==> config.mk <==
export PLATFORM = sky130hd
export DESIGN_NAME = div_sched
export DESIGN_NICKNAME = d
export VERILOG_FILES = /design/src/rtl/div_sched_pkg.sv /design/src/rtl/div_core.sv /design/src/rtl/div_sched.sv
export SDC_FILE = /design/constraint.sdc
export NUM_CORES = 1
export LEC_CHECK = 0
export CORE_ASPECT_RATIO = 0.7
export CORE_UTILIZATION = 45
export CTS_CLUSTER_DIAMETER = 30
export DETAILED_ROUTE_END_ITERATION = 6
export GPL_ROUTABILITY_DRIVEN = 0
export PLACE_DENSITY = 0.76
export SYNTH_ARGS = -nofsm -noshare
export SYNTH_HDL_FRONTEND = slang
export SYNTH_SLANG_ARGS = --single-unit
==> constraint.sdc <==
create_clock -name clk -period 2 [get_ports clk]
set_input_delay 0.6 -clock clk [delete_from_list [all_inputs] [get_ports clk]]
set_output_delay 0.6 -clock clk [all_outputs]
set_load 0.02 [all_outputs]
==> src/rtl/div_sched_pkg.sv <==
// Shared definitions for the div_sched arbitrated divider.
//   state_e : controller state encoding (IDLE=0, CHECK=1, ITER=2, DONE=3)
//   DVD_W   : dividend width, DVS_W : divisor width
//   N_ITER  : shift-subtract iterations per operation
package div_sched_pkg;

  localparam int unsigned DVD_W  = 8;
  localparam int unsigned DVS_W  = 4;
  localparam int unsigned N_ITER = 4;
  localparam int unsigned CNT_W  = $clog2(N_ITER);

  typedef enum logic [1:0] {
    S_IDLE  = 2'd0,
    S_CHECK = 2'd1,
    S_ITER  = 2'd2,
    S_DONE  = 2'd3
  } state_e;

endpackage

==> src/rtl/div_core.sv <==
// Restoring shift-subtract datapath: 8-bit working register X and 4-bit
// divisor Y.
//   clk, rst  : clock, asynchronous active-high reset
//   load_i    : capture dvd_i into X and dvs_i into Y
//   step_i    : perform one shift-subtract iteration on X
//   dvd_i     : dividend operand
//   dvs_i     : divisor operand
//   ovf_o     : divisor is zero or X[7:4] >= Y (quotient would not fit)
//   x_step_o  : value X takes after one iteration (result capture uses this)
module div_core
  import div_sched_pkg::*;
(
  input  logic             clk,
  input  logic             rst,
  input  logic             load_i,
  input  logic             step_i,
  input  logic [DVD_W-1:0] dvd_i,
  input  logic [DVS_W-1:0] dvs_i,
  output logic             ovf_o,
  output logic [DVD_W-1:0] x_step_o
);

  logic [DVD_W-1:0] x_q, x_d;
  logic [DVS_W-1:0] y_q, y_d;
  logic [DVS_W:0]   top;
  logic [DVS_W-1:0] diff;
  logic             ge;

  always_comb begin
    top  = x_q[DVD_W-1:DVS_W-1];
    ge   = (top >= {1'b0, y_q});
    // Once the overflow check passed, top - Y < Y whenever ge holds, so the
    // low bits of a narrow subtract already give the exact difference.
    diff = top[DVS_W-1:0] - y_q;
    x_step_o = ge ? {diff, x_q[DVS_W-2:0], 1'b1} : {x_q[DVD_W-2:0], 1'b0};
    ovf_o    = (y_q == '0) || (x_q[DVD_W-1:DVS_W] >= y_q);
  end

  always_comb begin
    x_d = x_q;
    y_d = y_q;
    if (load_i) begin
      x_d = dvd_i;
      y_d = dvs_i;
    end else if (step_i) begin
      x_d = x_step_o;
    end
  end

  always_ff @(posedge clk or posedge rst) begin
    if (rst) begin
      x_q <= '0;
      y_q <= '0;
    end else begin
      x_q <= x_d;
      y_q <= y_d;
    end
  end

endmodule

==> src/rtl/div_sched.sv <==
// Two-requester round-robin arbiter in front of a shared 8/4 divider.
//   PRIO_RESET    : pointer after reset (0 = A first, 1 = B first)
//   clk, rst      : clock, asynchronous active-high reset
//   req_a/req_b   : level requests, held until the matching done pulse
//   dvd_*, dvs_*  : dividend / divisor of each requester
//   gnt_a/gnt_b   : current owner of the divider (never both, none in IDLE)
//   busy          : controller not in IDLE
//   done_a/done_b : one-cycle completion pulse for the owner
//   quot, rem, err: result of the last completed operation
module div_sched
  import div_sched_pkg::*;
#(
  parameter int unsigned PRIO_RESET = 0
) (
  input  logic             clk,
  input  logic             rst,
  input  logic             req_a,
  input  logic [DVD_W-1:0] dvd_a,
  input  logic [DVS_W-1:0] dvs_a,
  input  logic             req_b,
  input  logic [DVD_W-1:0] dvd_b,
  input  logic [DVS_W-1:0] dvs_b,
  output logic             gnt_a,
  output logic             gnt_b,
  output logic             busy,
  output logic             done_a,
  output logic             done_b,
  output logic [DVS_W-1:0] quot,
  output logic [DVS_W-1:0] rem,
  output logic             err
);

  state_e           state_q, state_d;
  logic             owner_q, owner_d;   // 1 = requester B
  logic             ptr_q, ptr_d;       // 1 = B preferred on a tie
  logic [CNT_W-1:0] cnt_q, cnt_d;
  logic [DVS_W-1:0] quot_q, quot_d, rem_q, rem_d;
  logic             err_q, err_d;
  logic             pick_b, load, step, ovf;
  logic [DVD_W-1:0] dvd_sel, x_step;
  logic [DVS_W-1:0] dvs_sel;

  assign dvd_sel = pick_b ? dvd_b : dvd_a;
  assign dvs_sel = pick_b ? dvs_b : dvs_a;

  div_core u_core (
    .clk      (clk),
    .rst      (rst),
    .load_i   (load),
    .step_i   (step),
    .dvd_i    (dvd_sel),
    .dvs_i    (dvs_sel),
    .ovf_o    (ovf),
    .x_step_o (x_step)
  );

  always_comb begin
    state_d = state_q;
    owner_d = owner_q;
    ptr_d   = ptr_q;
    cnt_d   = cnt_q;
    quot_d  = quot_q;
    rem_d   = rem_q;
    err_d   = err_q;
    load    = 1'b0;
    step    = 1'b0;
    pick_b  = req_b & (~req_a | ptr_q);
    case (state_q)
      S_IDLE: begin
        if (req_a || req_b) begin
          owner_d = pick_b;
          load    = 1'b1;
          state_d = S_CHECK;
        end
      end
      S_CHECK: begin
        if (ovf) begin
          quot_d  = '0;
          rem_d   = '0;
          err_d   = 1'b1;
          state_d = S_DONE;
        end else begin
          cnt_d   = '0;
          state_d = S_ITER;
        end
      end
      S_ITER: begin
        step  = 1'b1;
        cnt_d = cnt_q + CNT_W'(1);
        // Result is taken from the final step's output on the same edge.
        if (cnt_q == CNT_W'(N_ITER - 1)) begin
          quot_d  = x_step[DVS_W-1:0];
          rem_d   = x_step[DVD_W-1:DVS_W];
          err_d   = 1'b0;
          state_d = S_DONE;
        end
      end
      S_DONE: begin
        ptr_d   = ~owner_q;
        state_d = S_IDLE;
      end
      default: state_d = S_IDLE;
    endcase
  end

  always_ff @(posedge clk or posedge rst) begin
    if (rst) begin
      state_q <= S_IDLE;
      owner_q <= 1'b0;
      ptr_q   <= (PRIO_RESET != 0);
      cnt_q   <= '0;
      quot_q  <= '0;
      rem_q   <= '0;
      err_q   <= 1'b0;
    end else begin
      state_q <= state_d;
      owner_q <= owner_d;
      ptr_q   <= ptr_d;
      cnt_q   <= cnt_d;
      quot_q  <= quot_d;
      rem_q   <= rem_d;
      err_q   <= err_d;
    end
  end

  assign busy   = (state_q != S_IDLE);
  assign gnt_a  = busy & ~owner_q;
  assign gnt_b  = busy & owner_q;
  assign done_a = (state_q == S_DONE) & ~owner_q;
  assign done_b = (state_q == S_DONE) & owner_q;
  assign quot   = quot_q;
  assign rem    = rem_q;
  assign err    = err_q;

endmodule

==> summary by stage <==
Status
The flow ran to the end, and the final reports show no timing, DRC or antenna violations.

Setup path
The critical path is of the reg2reg type. The largest fanout of any net on the critical path is 8. On the critical path, the stage with the largest delay is an instance of dfrtp_1. The data required time at the worst endpoint is 2.17 ns. In this design, the stage delay of the slowest critical-path cell is 0.45 ns. STA classifies the critical path startpoint as a flip-flop. The worst setup path is captured at a flip-flop. Data arrives at the worst endpoint at ~2.2 ns. The signal on the critical path passes through ha_4 > nand2b_4 > a211oi_2 > o21a_1 > a211o_1 > buf_12 > mux2_4.

Cells and area
The layout cell share with drive strength beyond 1 is 29.6%. The number of antenna diodes is 0. Once layout is complete, the utilization of the core stands at 71.0%. For this run, the number of standard cells in the final layout without fillers is roughly 300. The most common cell after layout, fill and taps aside is clkdlybuf4s50_1. The layout-stage area growth over the synthesis result is 45.9%.

The library cells used most frequently in the layout, excluding fill and tap cells, are clkdlybuf4s50_1, dfrtp_1, buf_4. The filler cell count in the final layout is 275. The net count of the finished layout is 286.

The total area of sequential cells is 678 µm². The multi-input gate area in the final layout is 1120 µm².

Power and ir drop
The power density normalized to cell area is 1770 nW/µm². The total leakage power is 1.19 nW. The total design power is ~0.0046 W. The peak supply drop is 0.793 mV.

Drt
The number of detailed-route iterations in the first pass is 4. Wires add up to 4300 µm. The overall via count from detail_route is 1,540. The routed length per instance is 14.7 µm. The detail route stage leaves a number of antenna-violating nets equal to 0. After the first detailed-routing iteration, the DRC count stood at 77. The routed via count divided by cell count is 5.26. The post-route DRC violation count is 0.

Global route
The via count of the first global-routing pass came to ~1,500. The pin count of the biggest net entering global routing is 28. The first global-routing pass estimated 6820 µm of wire. The total congestion overflow is 0. The all-layer global routing usage is 21.8%. The initial antenna violation count was 0.

Floorplanning
The die covers 4180 µm². The die height is 54.4 µm. The width of the chip is 76.9 µm. The floorplan has 18 rows. For this design the top-level I/O count stands at 42. In this run the standard cell core region covers between 3000 and 4000 µm². The initial utilization of the core area, before any placement, comes to 48.7%.

Synthesis
Synthesis produced a netlist with a net count of roughly 220. The proportion of register bits with asynchronous set or reset after synthesis is 100%. Summing every instance area after synthesis gives around 1800 µm².

The area share of the leading cell type in the synthesized netlist is 38.3%. The number of distinct standard cells referenced by the synthesized netlist is 41. The flip-flop and latch count after synthesis is 27. The number of synthesis warnings is 0. The most used flip-flop cell after synthesis is dfrtp_1.

In this run, synthesis inferred 0 flip-flops with an integrated enable. The count of mapped cells out of synthesis is approximately 180. For this run, the register share of the synthesized area comes to 38.3%.

The largest total area in the synthesized netlist belongs to dfrtp_1. After synthesis, the cell types taking the most area are dfrtp_1, ha_1, mux2i_1. The average size of a mapped cell is 9.97 µm².

Timing
The worst-margin pin slew is 0.404 ns. For the final database, setup skew stands at 0.00854 ns. The worst path in the final design needs a cycle of 1.98 ns, including I/O delays and setup. The worst-case setup margin in the final layout is 0.0156 ns. The worst pin sits at a relative slew slack of 72.8%.

The final critical path takes up 99.2% of the cycle. The post-route worst hold slack is 0.521 ns. Static timing analysis puts the maximum clock frequency at 504 MHz. The final-report hold violation count is 0. The total setup violations reported at the end of the flow is 0.

Setup repair after global routing could not meet its margin everywhere. The count of pins over their slew limit is 0.

Clock tree
After clock tree synthesis, the clock-pin slew on the worst setup and hold paths is 0.10 ns. The clock passes through at most 2 buffers. TritonCTS built the clock tree. The clock insertion delay at the later pin of the skew report is 0.28 ns.

The TritonCTS buffer count is 3. Counting every sink on the clock net gives 27. The clock tree root driver cell is clkbuf_8. The H-tree depth is 1.

Worst hold path
The worst min-delay path class is reg2reg.

Placed design
The number of port buffers is 41. Summed over all nets, the half-perimeter wirelength after detailed placement is between 3000 and 4000 µm. Prior to clock tree synthesis, the placed netlist has a worst setup slack of -0.101 ns. The total instance count after detailed placement is between 200 and 300.

Flow run
The max-cap violation count is 0.
==> through the flow <==
| step | setup TNS [ns] | instance area, µm² |
|---|---|---|
| floorplan | 0 | 1770 |
| global placement | -0.0347 | 2380 |
| detailed placement | -0.575 | 2380 |
| CTS | 0 | 2470 |
| global route | -0.223 | 2580 |
| finish | 0 | 2580 |
==> power by group <==
part | internal [W] | switching, W
Sequential | 0.000794 | 0.000192
Clock | 0.000140 | 0.000178
Combinational | 0.00170 | 0.00156
Total | 0.00263 | 0.00193
==> timing repair <==
item | 4_1_cts | 5_1_grt
endpoints found under the setup margin | 15 | 16
setup buffers | 2 | 3
resized for setup | 12 | 26
hold buffers | 0 | 0
pin swaps | 3 | 8
==> per-layer routing <==
layer	GRT usage [%]	vias up	part of all wire (%)
li1	-	751	-
met1	26.2	726	43
met2	41.1	53	51
met3	4.33	10	4.2
met4	6.09	0	1.6
met5	0	-	0
==> synthesized netlist by cell type, drive strengths merged (2+ instances only) <==
cell / n
nand3b: 3
o22a: 2
dfrtp: 27
nand2: 17
and2b: 2
nor2: 11
a21oi: 5
mux2: 10
mux2i: 15
ha: 13
buf: 3
clkbuf: 3
nor2b: 6
o221ai: 2
and2: 4
inv: 13
o21ai: 20
a21o: 2
nand3: 4
==> registers in the layout, summed over array words and instances, names as in the netlist <==
| register | flops |
|---|---|
| u_core.x_q | 8 |
| quot | 4 |
| rem | 4 |
| u_core.y_q | 4 |
| cnt_q | 2 |
| state_q | 2 |
| err | 1 |
| owner_q | 1 |
| ptr_q | 1 |
==> worst paths after layout <==
path | endpoint | slack, ns | from | cells after the start
worst min-delay path | quot[1]$_DFFE_PP0P_ | 0.52 | quot[1]$_DFFE_PP0P_ | 1
min in group asynchronous | u_core.x_q[1]$_DFFE_PP0P_ | 0.68 | rst | 3
worst max register to register | rem[2]$_DFFE_PP0P_ | 0.02 | u_core.y_q[0]$_DFFE_PP0P_ | 7
worst max-delay path | rem[2]$_DFFE_PP0P_ | 0.02 | u_core.y_q[0]$_DFFE_PP0P_ | 7
max in group asynchronous | u_core.y_q[3]$_DFFE_PP0P_ | 1.02 | rst | 3
worst min register to register | quot[1]$_DFFE_PP0P_ | 0.52 | quot[1]$_DFFE_PP0P_ | 1
==> layout make-up <==
cell class	count	share of cell area, %
Multi-Input combinational cell	131	43.5
Sequential cell	27	26.3
Timing Repair Buffer	68	24.0
Tap cell	50	2.43
Inverter	13	1.89
Clock buffer	3	1.60
Clock inverter	1	0.194
==> cell families after synthesis <==
| family | synth area share [%] |
|---|---|
| flops | 38.3 |
| simple gates | 15.4 |
| xor+xnor | 0.496 |
| compound gates | 14.2 |
| fa+ha+maj | 10.3 |
| buf+inv | 4.75 |
| mux | 16.6 |
==> critical path: cells and delay by family (launching register included) <==
kind	cells	cell delay, ns
muxes	1	0.30
buffers and inverters	1	0.16
adders and majority gates	1	0.28
AOI/OAI and AO/OA	3	0.59
and+or+nand+nor	1	0.11
DFF	1	0.45
Note: power is estimated with default switching activity, not from simulation.
